==> src/rtl/param_sync_fifo.sv <==
// rtl/param_sync_fifo.sv - parametrised single-clock FIFO with occupancy, thresholds and sticky error flags
//
// Purpose:
//   Buffers WIDTH-bit words between vend-event producers and the dispense/change
//   controller. DEPTH entries. Occupancy count, exact full/empty flags, and programmable
//   almost-full/almost-empty thresholds are all registered. Dropped writes set
//   overflow and dropped reads set underflow. Both flags are sticky until clr_err.
//   FWFT selects how reads behave. FWFT=0 gives a registered read, where dout updates
//   on the edge after rd. FWFT=1 gives first-word-fall-through, where dout shows the
//   head word whenever the FIFO is not empty.
//
// Ports:
//   clk          clock, all state changes on the rising edge
//   rst          asynchronous reset, active-high
//   wr, din      write request and write data
//   rd           read request (FWFT=1: pop of the word on dout)
//   clr_err      synchronous clear of overflow/underflow
//   dout         read data
//   wrptr/rdptr  next slot to write / read
//   count        occupancy, 0..DEPTH
//   full, empty, almostfull, almostempty   registered status flags
//   overflow, underflow                    sticky error flags

module param_sync_fifo #(
    parameter int WIDTH     = 8,
    parameter int DEPTH     = 16,
    parameter int AW        = 4,
    parameter int AF_MARGIN = 2,
    parameter int AE_MARGIN = 2,
    parameter int FWFT      = 0
) (
    input  logic             clk,
    input  logic             rst,
    input  logic             wr,
    input  logic             rd,
    input  logic [WIDTH-1:0] din,
    input  logic             clr_err,
    output logic [WIDTH-1:0] dout,
    output logic [AW-1:0]    wrptr,
    output logic [AW-1:0]    rdptr,
    output logic [AW:0]      count,
    output logic             full,
    output logic             empty,
    output logic             almostfull,
    output logic             almostempty,
    output logic             overflow,
    output logic             underflow
);

    localparam logic [AW:0] FULL_CNT = (AW+1)'(DEPTH);
    localparam logic [AW:0] AF_TH    = (AW+1)'(DEPTH - AF_MARGIN);
    localparam logic [AW:0] AE_TH    = (AW+1)'(AE_MARGIN);

    logic [WIDTH-1:0] mem [DEPTH];
    logic [WIDTH-1:0] dout_q;
    logic             wr_ok;
    logic             rd_ok;
    logic             ovf_evt;
    logic             unf_evt;
    logic [AW:0]      count_nxt;

    // A write into a full FIFO is still accepted when a read frees the slot on
    // the same edge. full implies not empty, so that read is always accepted.
    // Emptiness is judged on pre-edge state, so a read of an empty FIFO is
    // dropped even when a write arrives on the same edge.
    always_comb begin
        wr_ok     = wr & (~full | rd);
        rd_ok     = rd & ~empty;
        ovf_evt   = wr & full & ~rd;
        unf_evt   = rd & empty;
        count_nxt = count;
        case ({wr_ok, rd_ok})
            2'b10:   count_nxt = count + 1'b1;
            2'b01:   count_nxt = count - 1'b1;
            default: count_nxt = count;
        endcase
    end

    // Storage is deliberately not reset. Reset clears the pointers and count,
    // and that alone discards the old contents.
    always_ff @(posedge clk) begin
        if (wr_ok && !rst) begin
            mem[wrptr] <= din;
        end
    end

    always_ff @(posedge clk or posedge rst) begin
        if (rst) begin
            wrptr       <= '0;
            rdptr       <= '0;
            count       <= '0;
            full        <= 1'b0;
            empty       <= 1'b1;
            almostfull  <= 1'b0;
            almostempty <= 1'b1;
            dout_q      <= '0;
            overflow    <= 1'b0;
            underflow   <= 1'b0;
        end else begin
            // Pointers are AW bits wide, so incrementing wraps DEPTH-1 -> 0.
            if (wr_ok) begin
                wrptr <= wrptr + 1'b1;
            end
            // At full with wr&rd, wrptr==rdptr. The non-blocking read picks up
            // the old word before the write replaces it.
            if (rd_ok) begin
                rdptr  <= rdptr + 1'b1;
                dout_q <= mem[rdptr];
            end
            count <= count_nxt;

            // The flags are computed from the next count, so they line up with
            // count after the edge. There is no combinational path from wr or rd.
            full        <= (count_nxt == FULL_CNT);
            empty       <= (count_nxt == '0);
            almostfull  <= (count_nxt >= AF_TH);
            almostempty <= (count_nxt <= AE_TH);

            // If a new error and clr_err arrive on the same edge, the new error wins.
            if (ovf_evt) begin
                overflow <= 1'b1;
            end else if (clr_err) begin
                overflow <= 1'b0;
            end
            if (unf_evt) begin
                underflow <= 1'b1;
            end else if (clr_err) begin
                underflow <= 1'b0;
            end
        end
    end

    // In FWFT mode the head word is shown whenever the FIFO holds data.
    // When it is empty, dout shows the last popped word, or 0 after reset.
    // empty, rdptr and mem are all registered, so dout still has no path from wr or rd.
    generate
        if (FWFT != 0) begin : g_fwft
            assign dout = empty ? dout_q : mem[rdptr];
        end else begin : g_reg
            assign dout = dout_q;
        end
    endgenerate

endmodule

==> config.mk <==
export PLATFORM = sky130hd
export DESIGN_NAME = param_sync_fifo
export DESIGN_NICKNAME = d
export VERILOG_FILES = /design/src/rtl/param_sync_fifo.sv
export SDC_FILE = /design/constraint.sdc
export NUM_CORES = 1
export LEC_CHECK = 0
export CORE_AREA = 2 2 153 155
export DETAILED_ROUTE_END_ITERATION = 10
export DIE_AREA = 0 0 155 157
export PLACE_DENSITY_LB_ADDON = 0.1
export SETUP_SLACK_MARGIN = 0.1
export SYNTH_ARGS = -nofsm -noshare
export SYNTH_HDL_FRONTEND = slang
export SYNTH_SLANG_ARGS = --single-unit
==> constraint.sdc <==
create_clock -name clk -period 5.5 [get_ports clk]
set_input_delay 1.375 -clock clk [delete_from_list [all_inputs] [get_ports clk]]
set_output_delay 1.375 -clock clk [all_outputs]
set_load 0.02 [all_outputs]
---- Word level (Yosys, flattened, before mapping) ----
Memories as Yosys holds them, arrays and structs flattened. A register that Yosys moved wholly into a read port is not among the register bits.
Index checks and enable logic that the tools add are counted.
operators by class
  add/subtract/negate cells ............... 4
  order comparisons ....................... 2
  equality and inequality tests ........... 3
  muxes and demuxes ....................... 6
  bitwise logic cells ..................... 9
  reduce and logical (&&, ||, !) cells .... 5
operators by type and width
  operator                                                         number
  case mux 5 bit (2 select lines)                                  1
  adder 4 x 1 -> 4 bit (second input constant)                     2
  adder 5 x 1 -> 5 bit (second input constant)                     1
  bitwise AND 1 bit                                                5
  == test 5 bit (second input constant)                            1
  >= comparator 5 x 4 -> 1 bit (second input constant)             1
  less-or-equal comparator 5 x 2 -> 1 bit (second input constant)  1
  logical NOT 5 bit                                                1
  2-to-1 mux 1 bit                                                 5
  subtractor 5 x 1 -> 5 bit (second input constant)                1
  nonzero test 2 bit                                               2
  NOT 1 bit                                                        3
  == test 2 x 1 -> 1 bit (second input constant)                   1
  == test 2 bit (second input constant)                            1
  logical AND 1 bit                                                1
  logical NOT 1 bit                                                1
  OR 1 bit                                                         1
storage, ports and cells
  register bits ........................... 19
  memory bits (writable) .................. 128
  input bits .............................. 13
  logic and storage cells ................. 39
  memories kept ........................... 1
memory list
  name  depth  width  read ports  clocked after Yosys merged registers in  wr ports  line  RTL
  mem   16     8      1           1                                        1         54    logic [WIDTH-1:0] mem [DEPTH];

---- Longest topological paths before layout ----
Gate-level depths: netlist (run 1).
  word-level depth ........................ 6
  gate-level depth with buffers ........... 10
  depth with buffers taken out ............ 10

---- Worst setup path after synthesis (run 1) ----
OpenSTA, ideal clock, no wires.
  path kind ............................... input to register
  from .................................... in rd
  to ...................................... reg almostempty
  arrival ................................. 3.451 ns
  slack ................................... 1.944 ns
  stages on the path ...................... 10
  path buffers ............................ 1
  cells stage by stage .................... nor2b_1 > clkbuf_1 > ha_1 > xor2_1 > ha_1 > nor2_1 > o31a_1 > o211ai_2 > xnor2_2 > a2111oi_2
between the ends
  elaborated cells between the ends (all ways) .. 7
  classes of those cells .................. order compare (1); eq/ne (2); mux (1); bitwise (3)
RTL lines
  item                                                     line  RTL
  from (decl)                                              35    input logic rd,
  bitwise AND 1 bit (*)                                    68    rd_ok = rd & ~empty;
  via rd_ok                                                57    logic rd_ok;
  == test 2 x 1 -> 1 bit or == test 2 bit (tied branches)  72    case ({wr_ok, rd_ok})
  case mux 5 bit (2 select lines) (*)                      72
  via count_nxt[4]                                         60    logic [AW:0] count_nxt;
  less-or-equal comparator 5 x 2 -> 1 bit (*)              117   almostempty <= (count_nxt <= AE_TH);
  to (signal assigned)                                     117
  to (decl)                                                45    output logic almostempty,
The timed path passes the listed nets; every way through them passes the cells marked *.
A chain may end at the register's enable or synchronous reset.

---- Worst setup path in the final report (run 1) ----
  from .................................... in rd
  to ...................................... reg almostempty
between the ends
  longest elaborated chain between the ends .. 5
  elaborated cells between the ends (all ways) .. 7
  classes of those cells .................. order compare (1); eq/ne (2); mux (1); bitwise (3)
RTL lines
  item                                                     line  RTL
  OR 1 bit                                                 67    wr_ok = wr & (~full | rd);
  bitwise AND 1 bit                                        67
  == test 2 x 1 -> 1 bit or == test 2 bit (tied branches)  72
  case mux 5 bit (2 select lines) (*)                      72
  via count_nxt[4]                                         60
  less-or-equal comparator 5 x 2 -> 1 bit (*)              117
Marked as above.

==> results of run 1 <==
-- flip-flops by register name, indices dropped and copies added (netlist names) --
name         flops
mem            128
dout             8
count            5
rdptr            4
wrptr            4
almostempty      1
almostfull       1
empty            1
full             1
overflow         1
underflow        1
-- power breakdown --
group | internal (mW) | switching [mW]
clock | 0.664 | 0.452
sequential | 1.42 | 0.105
combinational | 0.598 | 0.762
total | 2.68 | 1.32
-- worst min-delay path, cell delays in order (launching register included) --
cell and delay, ns:
dfrtp_1 0.37, inv_1 0.05, o22ai_1 0.06
-- cells in the final DEF, fill, tap and decap left out, drive strengths merged, types with 2 or more instances in the layout --
cell and count:
nor3 4, bufinv 2, o21ai 3, clkdlybuf4s50 39
dfstp 2, nand3 3, mux4 24, edfxtp 128
ha 8, xor2 4, a31oi 4, a2111oi 10
nand2b 4, dfrtp 25, buf 10, xnor2 8
nor2b 16, inv 10, clkbuf 20, mux2 7
mux2i 15, clkinv 7, a21oi 20, nor2 31
nor4b 2, nand2 11
-- routing by layer --
layer | up-vias | GRT usage (%)
li1 | 1504 | -
met4 | 0 | 4.23
met5 | - | 0
met1 | 1654 | 16.3
met3 | 10 | 3.22
met2 | 37 | 20.6
-- cells by family after synthesis --
logic type      synth area share [%]
simple gates                    5.64
fa+ha+maj                       1.60
buf+inv                         2.07
xor+xnor                        1.80
mux                             12.3
compound gates                  4.55
flops                           72.1
-- cell type report --
class	instances	share of cell area (%)
well taps	285	4.72
flip-flops and latches	155	59.9
inverters	8	0.398
clock buffers	20	5.78
clock inverters	12	1.61
multi-input cells	182	21.5
repair buffers	49	6.16
-- final timing paths --
check | startpoint | endpoint | slack [ns] | cells after the start
setup / recovery | rd | almostempty | 1.81 | 11
hold / removal | overflow | overflow | 0.53 | 2
setup reg to reg | empty | full | 2.88 | 10
hold reg to reg | overflow | overflow | 0.53 | 2
max in group asynchronous | rst | wrptr[3] | 3.30 | 2
min in group asynchronous | rst | count[4] | 1.57 | 2
-- stage by stage --
stage,hold slack [ns],instance area [µm²]
after floorplan,0.555,6270
after global placement,0.519,7000
after detailed placement,0.521,7000
after CTS,0.535,7550
after global routing,0.551,7550
final,0.531,7550
==> out/results.txt, run 1 <==
Status = complete, no violations
Fmax = 271 MHz
Syn nets = 384
Drc violations = 0
Synth Flop Type = edfxtp_1
CP Capture Type = register
Post-synth top cells = 128 x edfxtp_1, 31 x nor2_1, 25 x dfrtp_1
Setup repair bufs after CTS = 0
Longest Clk Path Bufs = 2
Total iterations of the first detailed-routing run = 4
Initial antenna violation count = 0
Fin cells = 711
Number of synthesized register bits = 155
Post-synth EDFFs = 128
CTS tree = yes
I/O Buffers = 39
M1 WL = 6.35 mm
Slew Viols, Final = 0
PostCTS Resize Cnt = 0
Highest metal used = met4
Final min period = 3.69 ns
Seq/Total Area, Yosys = 72.1%
GP Congestion = 0.723
DP HPWL = 9.14 mm
Placed cells = 679
Clk sinks = 155
Post-Place Worst Slack = 1.38 ns
Req. time, crit path = 5.82 ns
Post-Route Setup TNS = 0 ns
CTS root buffer = clkbuf_16
Largest net degree at the start of global routing = 41
Register Area = 4520 µm²
Clock latency on the worst-skew pair = 0.42 ns
Total power = 4.00 mW
Final Cycle Share = 67.2%
Top delay family on crit path = compound AO/OA/AOI/OAI gates
Final setup fails = 0
Avg Cell Area, Syn = 17.3 µm²
Max Fanout on Critical Path = 22
Fillers = 2,137
Most frequent CP cell = ha_1
CTS Buf Count = 17
ANT cells = 0
Nets = 434
GRT overflow = 0
Ys async rst share = 17.4%
Power per cell area = 530 nW/µm²
Wirelength per Cell = 19.9 µm
Core ar. = 22,500 µm²
Vias in the first global route = 3,450
ANT nets after route = 0
Starting Density = 27.9%
Proportion of layout cells with a drive suffix above 1 = 17.4%
Least-Margin Pin Slew = 1.04 ns
Die Height = 157 µm
Crit-path slowest cell = clkdlybuf4s50_1
First-pass GRT wire length = 21.7 mm
Worst path bufs/invs = 2
Slew headroom = 30.4%
CTS clk-pin slew, worst paths = 0.06 ns
WL met2 = 7.19 mm
Met3 WL = 394 µm
Cell variety after synth = 37
Top cell type by total area after synthesis = edfxtp_1
Post-route setup slack = 1.81 ns
Area Growth Syn to Fin = 20.4%
Hold_buf cts = 0
CP arrival = 4.01 ns
Vias = 3,205
GR Util All Layers = 12.6%
Worst path cell trace = clkdlybuf4s50_1, nor2b_1, buf_4, ha_1, xor2_1, ha_1, nor2_1, o31a_1, o211ai_2, xnor2_2, a2111oi_2
VDD IR-drop max = 0.000266 V
RSZ-0062 raised after global routing = no
Fin util = 33.6%
Setup CP Type = in -> reg
Synth Warn # = 0
Number of H-tree levels = 4
Most frequent cell after synthesis = edfxtp_1
Max incr delay on CP = 0.50 ns
Critical path launch point type = primary input
DRT Wirelength = 14.1 mm
Area contributors post-synth = edfxtp_1 61%, dfrtp_1 10%, mux4_2 8.6%
Cell row count = 55
Area occupied by multi-input gates = 1620 µm²
DRT iter0 DRCs = 213
Final Skew = 0.00930 ns
Final hold violation count = 0
Share of the synthesized area in the top cell type = 61.3%
Cell Area, Synth = 6270 µm²
Static Leakage = 2.53 nW
IO Count = 40
Synth Instances = 363
Max_cap viols = 0
Worst hold path type = reg -> reg
Die width = 155 µm
Die area = 24,300 µm²
DR vias/cell = 4.51
Power figures use the tool's default switching activity.
==> run 2, diff against run 1 <==
clock period = 3.8 ns   (was 5.5 ns; I/O delays follow)
==> out/results.txt, run 2 (synthesized netlist as in run 1, its figures left out) <==
Sw frac = 32.5% (was 32.9%)
Finished Cell Area = 7750 µm² (was 7550 µm²)
DP HPWL = 9.24 mm (was 9.14 mm)
Final Cycle Share = 81.4%
Max incr delay on CP = 0.49 ns (was 0.50 ns)
Proportion of layout cells with a drive suffix above 1 = 20.9% (was 17.4%)
Wirelength per Cell = 19.7 µm (was 19.9 µm)
CP startpoint = rd (unchanged)
Post-Place Worst Slack = 0.282 ns (was 1.38 ns)
Critical Path Stages = 11 (unchanged)
Setup repair bufs after CTS = 0 (unchanged)
CP arrival = 3.41 ns (was 4.01 ns)
CP Capture Type = register (unchanged)
RSZ-0062 raised after global routing = no (unchanged)
Total internal power = 4.06 mW (was 2.68 mW)
VDD IR-drop max = 0.000309 V (was 0.000266 V)
Drc violations = 0 (unchanged)
Largest net degree at the start of global routing = 36 (was 41)
Worst path bufs/invs = 1 (was 2)
DRT Wirelength = 14.3 mm (was 14.1 mm)
First-pass GRT wire length = 22.0 mm (was 21.7 mm)
Fmax = 323 MHz
Status = complete, no violations (unchanged)
Worst path cell trace = clkdlybuf4s50_1, nand2b_1, nand2_1, ha_1, xor2_1, ha_1, a21oi_1, xnor2_1, nor2_1, xnor2_1, and4bb_1 (was clkdlybuf4s50_1, nor2b_1, buf_4, ha_1, xor2_1, ha_1, nor2_1, o31a_1, o211ai_2, xnor2_2, a2111oi_2)
Comb pwr share = 33.2% (was 34.0%)
Crit-path slowest cell = clkdlybuf4s50_1 (unchanged)
Met3 WL = 287 µm (was 394 µm)
Die area = 24,300 µm² (unchanged)
Setup CP Type = in -> reg (unchanged)
Fillers = 2,120 (was 2,137)
Top delay family on crit path = XOR/XNOR gates (was compound AO/OA/AOI/OAI gates)
CTS Buf Count = 17 (unchanged)
Depth of the most critical reg-to-reg path = 9 (was 10)
Critical path launch point type = primary input (unchanged)
Clk sinks = 155 (unchanged)
Hold_ws = 0.536 ns (was 0.531 ns)
Total iterations of the first detailed-routing run = 4 (unchanged)
Number of H-tree levels = 4 (unchanged)
Clock latency on the worst-skew pair = 0.42 ns (about the same)
Final setup fails = 0 (unchanged)
Worst hold path type = reg -> reg (unchanged)
Core ar. = 22,500 µm² (unchanged)
CTS root buffer = clkbuf_16 (unchanged)
WL met2 = 7.06 mm (was 7.19 mm)
Post-route setup slack = 0.705 ns (was 1.81 ns)
Longest Clk Path Bufs = 2 (unchanged)
Area Growth Syn to Fin = 23.6% (was 20.4%)
I/O Buffers = 39 (unchanged)
Die width = 155 µm (unchanged)
ANT cells = 0 (unchanged)
Max reg flops = 128 (unchanged)
GRT overflow = 0 (unchanged)
Max Fanout on Critical Path = 7 (was 22)
Placed cell areas = 7110 µm² (was 7000 µm²)
Worst Hold Path Cells = 2 (unchanged)
Power per cell area = 777 nW/µm² (was 530 nW/µm²)
Static Leakage = 2.65 nW (was 2.53 nW)
CTS clk-pin slew, worst paths = 0.06 ns (about the same)
Highest metal used = met4 (unchanged)
IO Count = 40 (unchanged)
Req. time, crit path = 4.11 ns (was 5.82 ns)
Most frequent cells in the layout = 128 x edfxtp_1, 39 x clkdlybuf4s50_1, 31 x nor2_1, 25 x dfrtp_1, 24 x mux4_2 (unchanged)
Nets = 448 (was 434)
Slew headroom = 28.1% (was 30.4%)
PostCTS Resize Cnt = 0 (unchanged)
DR vias/cell = 4.56 (was 4.51)
Starting Density = 27.9% (unchanged)
Most flop-heavy register = mem (unchanged)
Initial antenna violation count = 0 (unchanged)
Reg power frac = 36.8% (was 38.1%)
Cell row count = 55 (unchanged)
CTS tree = yes (unchanged)
DRT iter0 DRCs = 286 (was 213)
Commonest non-fill, non-tap cell in the layout = edfxtp_1 (unchanged)
GR Util All Layers = 12.6% (about the same)
Clk network pwr share = 29.9% (was 27.9%)
Total power = 6.02 mW (was 4.00 mW)
ANT nets after route = 0 (unchanged)
Least-Margin Pin Slew = 1.08 ns (was 1.04 ns)
Vias in the first global route = 3,449 (was 3,450)
Die Height = 157 µm (unchanged)
Worst R2R Start = empty (unchanged)
Post-Route Setup TNS = 0 ns (unchanged)
Worst hold start = overflow (unchanged)
GP Congestion = 0.745 (was 0.723)
Slew Viols, Final = 0 (unchanged)
Final Skew = 0.00788 ns (was 0.00930 ns)
Vias = 3,306 (was 3,205)
Final min period = 3.09 ns
Max_cap viols = 0 (unchanged)
M1 WL = 6.74 mm (was 6.35 mm)
Final hold violation count = 0 (unchanged)
Hold_buf cts = 0 (unchanged)
NetSw = 1.96 mW (was 1.32 mW)
[run 2: final timing paths]
check | to | slack, ns
worst max-delay path | full | 0.71
worst min-delay path | overflow | 0.54
worst max register to register | full | 1.35
worst min register to register | overflow | 0.54
max in group asynchronous | dout[5] | 2.01
min in group asynchronous | count[2] | 1.15
[run 2: worst reg2reg max path: stages, from the launching register on]
cell and delay (ns):
dfstp_2 0.57, nor2b_1 0.07, ha_1 0.28, xor2_1 0.20, ha_1 0.22, a21oi_1 0.16
xnor2_1 0.14, nor2_1 0.07, xnor2_1 0.37, and4bb_1 0.26
[run 2: metrics by stage]
step                util [%]  cells
finish                  34.5    725
global route            34.5    725
CTS                     34.5    725
detailed placement      31.6    693
global placement        31.6    693
floorplan                  -    363
[run 2: power by group through the flow]
stage	Combinational (mW)	Sequential, mW	Clock, mW
2_1_floorplan	1.18	2.37	0
3_3_place_gp	2.07	2.25	0
3_5_place_dp	2.06	2.26	0
4_1_cts	2.06	2.22	1.86
5_1_grt	2.19	2.25	1.92
6_report	2.00	2.22	1.80
[run 2: layer usage]
layer / GRT usage (%) / vias up
met3: 3.17 / 11
met2: 20.1 / 46
li1: - / 1534
met4: 4.23 / 0
met5: 0 / -
met1: 16.9 / 1715
[run 2: area by class of cell]
cell class / instances / area, µm² / share of cell area [%]
clock buffer: 22 / 518 / 6.68
timing repair buffer: 63 / 583 / 7.52
multi-input combinational: 182 / 1620 / 20.9
sequential: 155 / 4520 / 58.3
inverter: 8 / 30.0 / 0.387
clock inverter: 10 / 123 / 1.58
tap: 285 / 357 / 4.60
==> edit 1 (settings of run 1) <==
The parameter `FWFT` goes from 0 to 1. Comments in the files are not updated.
--- a/src/rtl/param_sync_fifo.sv
+++ b/src/rtl/param_sync_fifo.sv
@@ -28,5 +28,5 @@
     parameter int AF_MARGIN = 2,
     parameter int AE_MARGIN = 2,
-    parameter int FWFT      = 0
+    parameter int FWFT      = 1
 ) (
     input  logic             clk,
Function: changed (Yosys sat finds a counterexample within 4 cycles, from zero or initial values and one cycle with rst high).
==> edit 1 against run 1 <==
Total power increased by 8.5%; combinational power increased by 9%; count of clock-buffer cells in the layout decreased by 3; setup slack got worse by 780 ps; utilization increased by 0.62 points; non-clock buffer count decreased by 2; design area increased by 1.8%; area after synthesis increased by 1.1%; clock skew decreased by 0.56 ps; sequential cell count unchanged; critical path depth decreased by 4; clock power increased by 14%; wire length increased by 1.5%; fmax decreased by 17%; critical endpoint is now dout[1]; largest cell class unchanged.
==> edit 1: results (changes against run 1) <==
[final_layout]
clkCellAreaFrac_pct=8.377  ; +0.99 points
nNetsFinal=429  ; -1.2%
buffers=47  ; -4.1%
fillCellCount=2146  ; +0.42%
seq_area_share_pct=58.78  ; -1.1 points
multi_input_area_mm2=0.001685  ; +3.9%
seq_cell_count=155  ; unchanged

[power]
p_switching_mw=1.425  ; +8.2%
vdd_ir_drop_max_v=0.0002022  ; -24%
p_leak_nw=2.578  ; +1.9%
sequentialPower_mw=1.58  ; +3%

[place]
dp_hpwl_um=9192  ; +0.54%
routabilityCongestion=0.6989  ; -3.3%

[drt]
highest_layer=met4
drt-initial-drc-count=152  ; -29%
routedWlPerCell_um=20.32  ; +2.4%
avgViaCountPerCell=4.543  ; +0.79%
met3WireLength_um=529  ; +34%
dr_wl_met2_um=7064  ; -1.8%
drt-met1-wl_um=6544  ; +3.1%

[worst_hold_path]
hold_start=dout_q[0]

[global_route]
use_met3_pct=3.469  ; +0.25 points
use_met1_pct=16.68  ; +0.41 points
grt_max_degree=29  ; -29%
grt_use_total_pct=12.76  ; +0.20 points
grt_pass1_vias=3369  ; -2.3%
met2_usage_pct=20.68  ; +0.085 points
grt_pass1_wl_um=21670  ; -0.29%

[yosys]
synth-xor-area-share_pct=1.756  ; -0.039 points
yosys-top-cells-count=128 x edfxtp_1, 35 x nand2_1, 32 x mux4_2, 25 x dfrtp_1, 17 x nor2_1
synth.area.mux_share_pct=14.56  ; +2.3 points
synth_compound_area_share_pct=3.492  ; -1.1 points
yosys.area_share.adder_pct=1.578  ; -0.017 points
synth_area_leaders=edfxtp_1 61%, mux4_2 11%, dfrtp_1 9.9%
yosysSeqAreaShare_pct=71.30  ; -0.78 points
syn-num-nets=382  ; -0.52%

[worst_setup_path]
cp.arrival_ps=3090  ; -920 ps
cp-startpoint=rdptr[0]
cp_slowest_cell=mux4_2
ff2ff_setup_slack_ps=1990  ; -890 ps
path_delay_family=buffers and inverters

[timing]
tightest_slew_ps=1078  ; +34.52 ps
clock_skew_ps=8.740  ; -0.5607 ps

[status]
status=complete, no violations

-- edit 1: worst paths after layout --
| check | cells after the start | to |
|---|---|---|
| worst max register to register | 10 | full |
| min in group asynchronous | 2 | almostfull |
| worst max-delay path | 7 | dout[1] |
| worst min-delay path | 2 | dout_q[0] |
| worst min register to register | 2 | dout_q[0] |
| max in group asynchronous | 2 | dout_q[2] |
-- edit 1: stage by stage --
| step | hold WS (ps) | power [mW] | cells | instance area, µm² | setup slack (ps) |
|---|---|---|---|---|---|
| 4_1_cts | 484.2 | 4.413 | 705 | 7692 | 973.1 |
| 3_3_place_gp | 464.4 | 3.105 | 674 | 7048 | 1032 |
| 3_5_place_dp | 470.2 | 3.122 | 674 | 7048 | 975.5 |
| 2_1_floorplan | 449.7 | 2.554 | 361 | 6342 | 1900 |
| 6_report | 480.9 | 4.342 | 705 | 7692 | 1031 |
| 5_1_grt | 509.3 | 4.594 | 705 | 7692 | 846.9 |
==> edit 2 (config.mk and constraints of run 1) <==
Without the edit above. Put one more register stage on the output `count`, cleared by the reset. The value now appears one clock later. The other outputs are not delayed to match. Comments in the files are not updated.
--- a/src/rtl/param_sync_fifo.sv
+++ b/src/rtl/param_sync_fifo.sv
@@ -52,4 +52,6 @@
     localparam logic [AW:0] AE_TH    = (AW+1)'(AE_MARGIN);
 
+    logic [AW:0] count_s0;
+
     logic [WIDTH-1:0] mem [DEPTH];
     logic [WIDTH-1:0] dout_q;
@@ -69,9 +71,9 @@
         ovf_evt   = wr & full & ~rd;
         unf_evt   = rd & empty;
-        count_nxt = count;
+        count_nxt = count_s0;
         case ({wr_ok, rd_ok})
-            2'b10:   count_nxt = count + 1'b1;
-            2'b01:   count_nxt = count - 1'b1;
-            default: count_nxt = count;
+            2'b10:   count_nxt = count_s0 + 1'b1;
+            2'b01:   count_nxt = count_s0 - 1'b1;
+            default: count_nxt = count_s0;
         endcase
     end
@@ -89,5 +91,5 @@
             wrptr       <= '0;
             rdptr       <= '0;
-            count       <= '0;
+            count_s0    <= '0;
             full        <= 1'b0;
             empty       <= 1'b1;
@@ -108,5 +110,5 @@
                 dout_q <= mem[rdptr];
             end
-            count <= count_nxt;
+            count_s0 <= count_nxt;
 
             // The flags are computed from the next count, so they line up with
@@ -142,4 +144,12 @@
     endgenerate
 
+    always_ff @(posedge clk or posedge rst) begin
+        if (rst) begin
+            count <= '0;
+        end else begin
+            count <= count_s0;
+        end
+    end
+
 endmodule
 
Function: changed (Yosys sat finds a counterexample within 4 cycles, from zero or initial values and one cycle with rst high).
==> edit 2 against run 1 <==
Via count up 1.8%; design area up 2.7%; area after synthesis up 2.0%; utilization up 0.90 points; setup slack worse by 220 ps; non-clock buffer count down 5; total power up 5.7%; die area unchanged; count of clock-buffer cells in the layout unchanged; wire length up 2.9%; sequential cell count up 5; largest cell class unchanged; highest routed layer unchanged.
==> edit 2: results (changes against run 1) <==
[final_layout]
drive_above_1_share_pct=21.41  ; +4.0 points
synthToLayoutAreaGrowth_pct=21.26
fillCellCount=2097  ; -1.9%
n_antenna_cell=0  ; unchanged
nNetsFinal=419  ; -3.5%
regMostFlops=mem
largest_reg_flops=128  ; unchanged

[yosys]
yosysSeqAreaShare_pct=72.65  ; +0.57 points
synthDistinctLibCells=42  ; +14%
yosys-top-cells-count=128 x edfxtp_1, 30 x dfrtp_1, 28 x mux4_2, 21 x nor2_1
synth_edf_count=128  ; unchanged
syn-num-nets=374  ; -2.6%
synth_area_leaders=edfxtp_1 60%, dfrtp_1 12%, mux4_2 9.9%
synth_async_sr_flop_share_pct=20.00  ; +2.6 points
synth.avg_cell_area_um2=18.12  ; +4.8%
ys_warn_count=0  ; unchanged

[place]
place_area_mm2=0.007118  ; +1.8%
dp_hpwl_um=8953  ; -2.1%
routabilityCongestion=0.7350  ; +1.7%
placedCellCount=664  ; -2.2%
io_buffer_count=39  ; unchanged

[worst_setup_path]
cp_slowest_cell=clkdlybuf4s50_1
critPathMaxStageDelay_ps=430  ; -70 ps
path_max_fanout=9  ; -59%
path_delay_family=simple AND/OR/NAND/NOR gates
cp.arrival_ps=4250  ; +240 ps

[drt]
wirelength_um=14520  ; +2.9%
avgViaCountPerCell=4.690  ; +4.0%
drt-initial-drc-count=226  ; +6.1%
vias=3264  ; +1.8%

[power]
vdd_ir_drop_max_v=0.0003603  ; +35%
power_frac_seq_pct=38.2  ; about the same
swShare_pct=31.67  ; -1.3 points
p_leak_nw=2.596  ; +2.6%

[status]
status=complete, no violations

[timing]
slew_headroom_pct=27.91  ; -2.5 points
clock_skew_ps=8.151  ; -1.150 ps

[cts]
path_clk_slew_ps=70
post_cts.repair.setup_buffers=0  ; unchanged
cts_made_buffers=17  ; unchanged
clock_tree.root_cell=clkbuf_16
cts_max_path_buffers=2  ; unchanged

[worst_hold_path]
hold_path_class=flip-flop to flip-flop

[global_route]
grt_pass1_wl_um=21650  ; -0.41%
antenna_found_initial=0  ; unchanged
grt_pass1_vias=3373  ; -2.2%
grt_max_degree=41  ; unchanged
grt_use_total_pct=12.61  ; +0.050 points

-- edit 2: cell types whose count changed after synthesis, sizes merged, moves of 6 or more --
cell	delta
a2111oi	-8
a211oi	+8
a21oi	-18
nor2	-10
nor2b	-6
o22ai	+6
-- edit 2: final cells by class --
cell class	instances	area share, %
clock buffers	20	5.888
well taps	285	4.598
clock inverters	12	2.339
flip-flops and latches	160	59.95
repair buffers	44	5.517
multi-input cells	164	21.18
inverters	11	0.5323
-- edit 2: logic make-up after synthesis --
| logic type | Yosys count | share of synthesized area (%) |
|---|---|---|
| muxes | 47 | 13.01 |
| buffers and inverters | 29 | 1.976 |
| AOI/OAI and AO/OA | 33 | 4.030 |
| adders and majority gates | 8 | 1.565 |
| and+or+nand+nor | 67 | 5.536 |
| DFF | 160 | 72.65 |
| xor gates and xnor gates | 9 | 1.232 |
-- edit 2: metrics by stage --
| stage | setup slack [ps] | total power [mW] |
|---|---|---|
| CTS | 1616 | 4.311 |
| finish | 1587 | 4.232 |
| floorplan | 1687 | 2.519 |
| global route | 1409 | 4.455 |
| global placement | 1245 | 3.025 |
| detailed placement | 1137 | 3.027 |
-- edit 2: per-layer routing --
layer  share of wire [%]  vias up  global-route usage (%)
met1                  47     1733                   17.10
li1                    -     1474                       -
met2                  49       45                   20.19
met4                 1.1        0                   4.630
met5                   0        -                       0
met3                 2.4       12                   2.478
-- edit 2: path summary, 6_finish.rpt --
kind / end / cells after the start / slack, ps / start
max: full / 11 / 1590 / rd
min: count[4] / 0 / 430 / count_s0[4]
max reg2reg: full / 10 / 2640 / empty
min reg2reg: count[4] / 0 / 430 / count_s0[4]
max in group asynchronous: rdptr[2] / 3 / 3330 / rst
min in group asynchronous: underflow / 2 / 1430 / rst
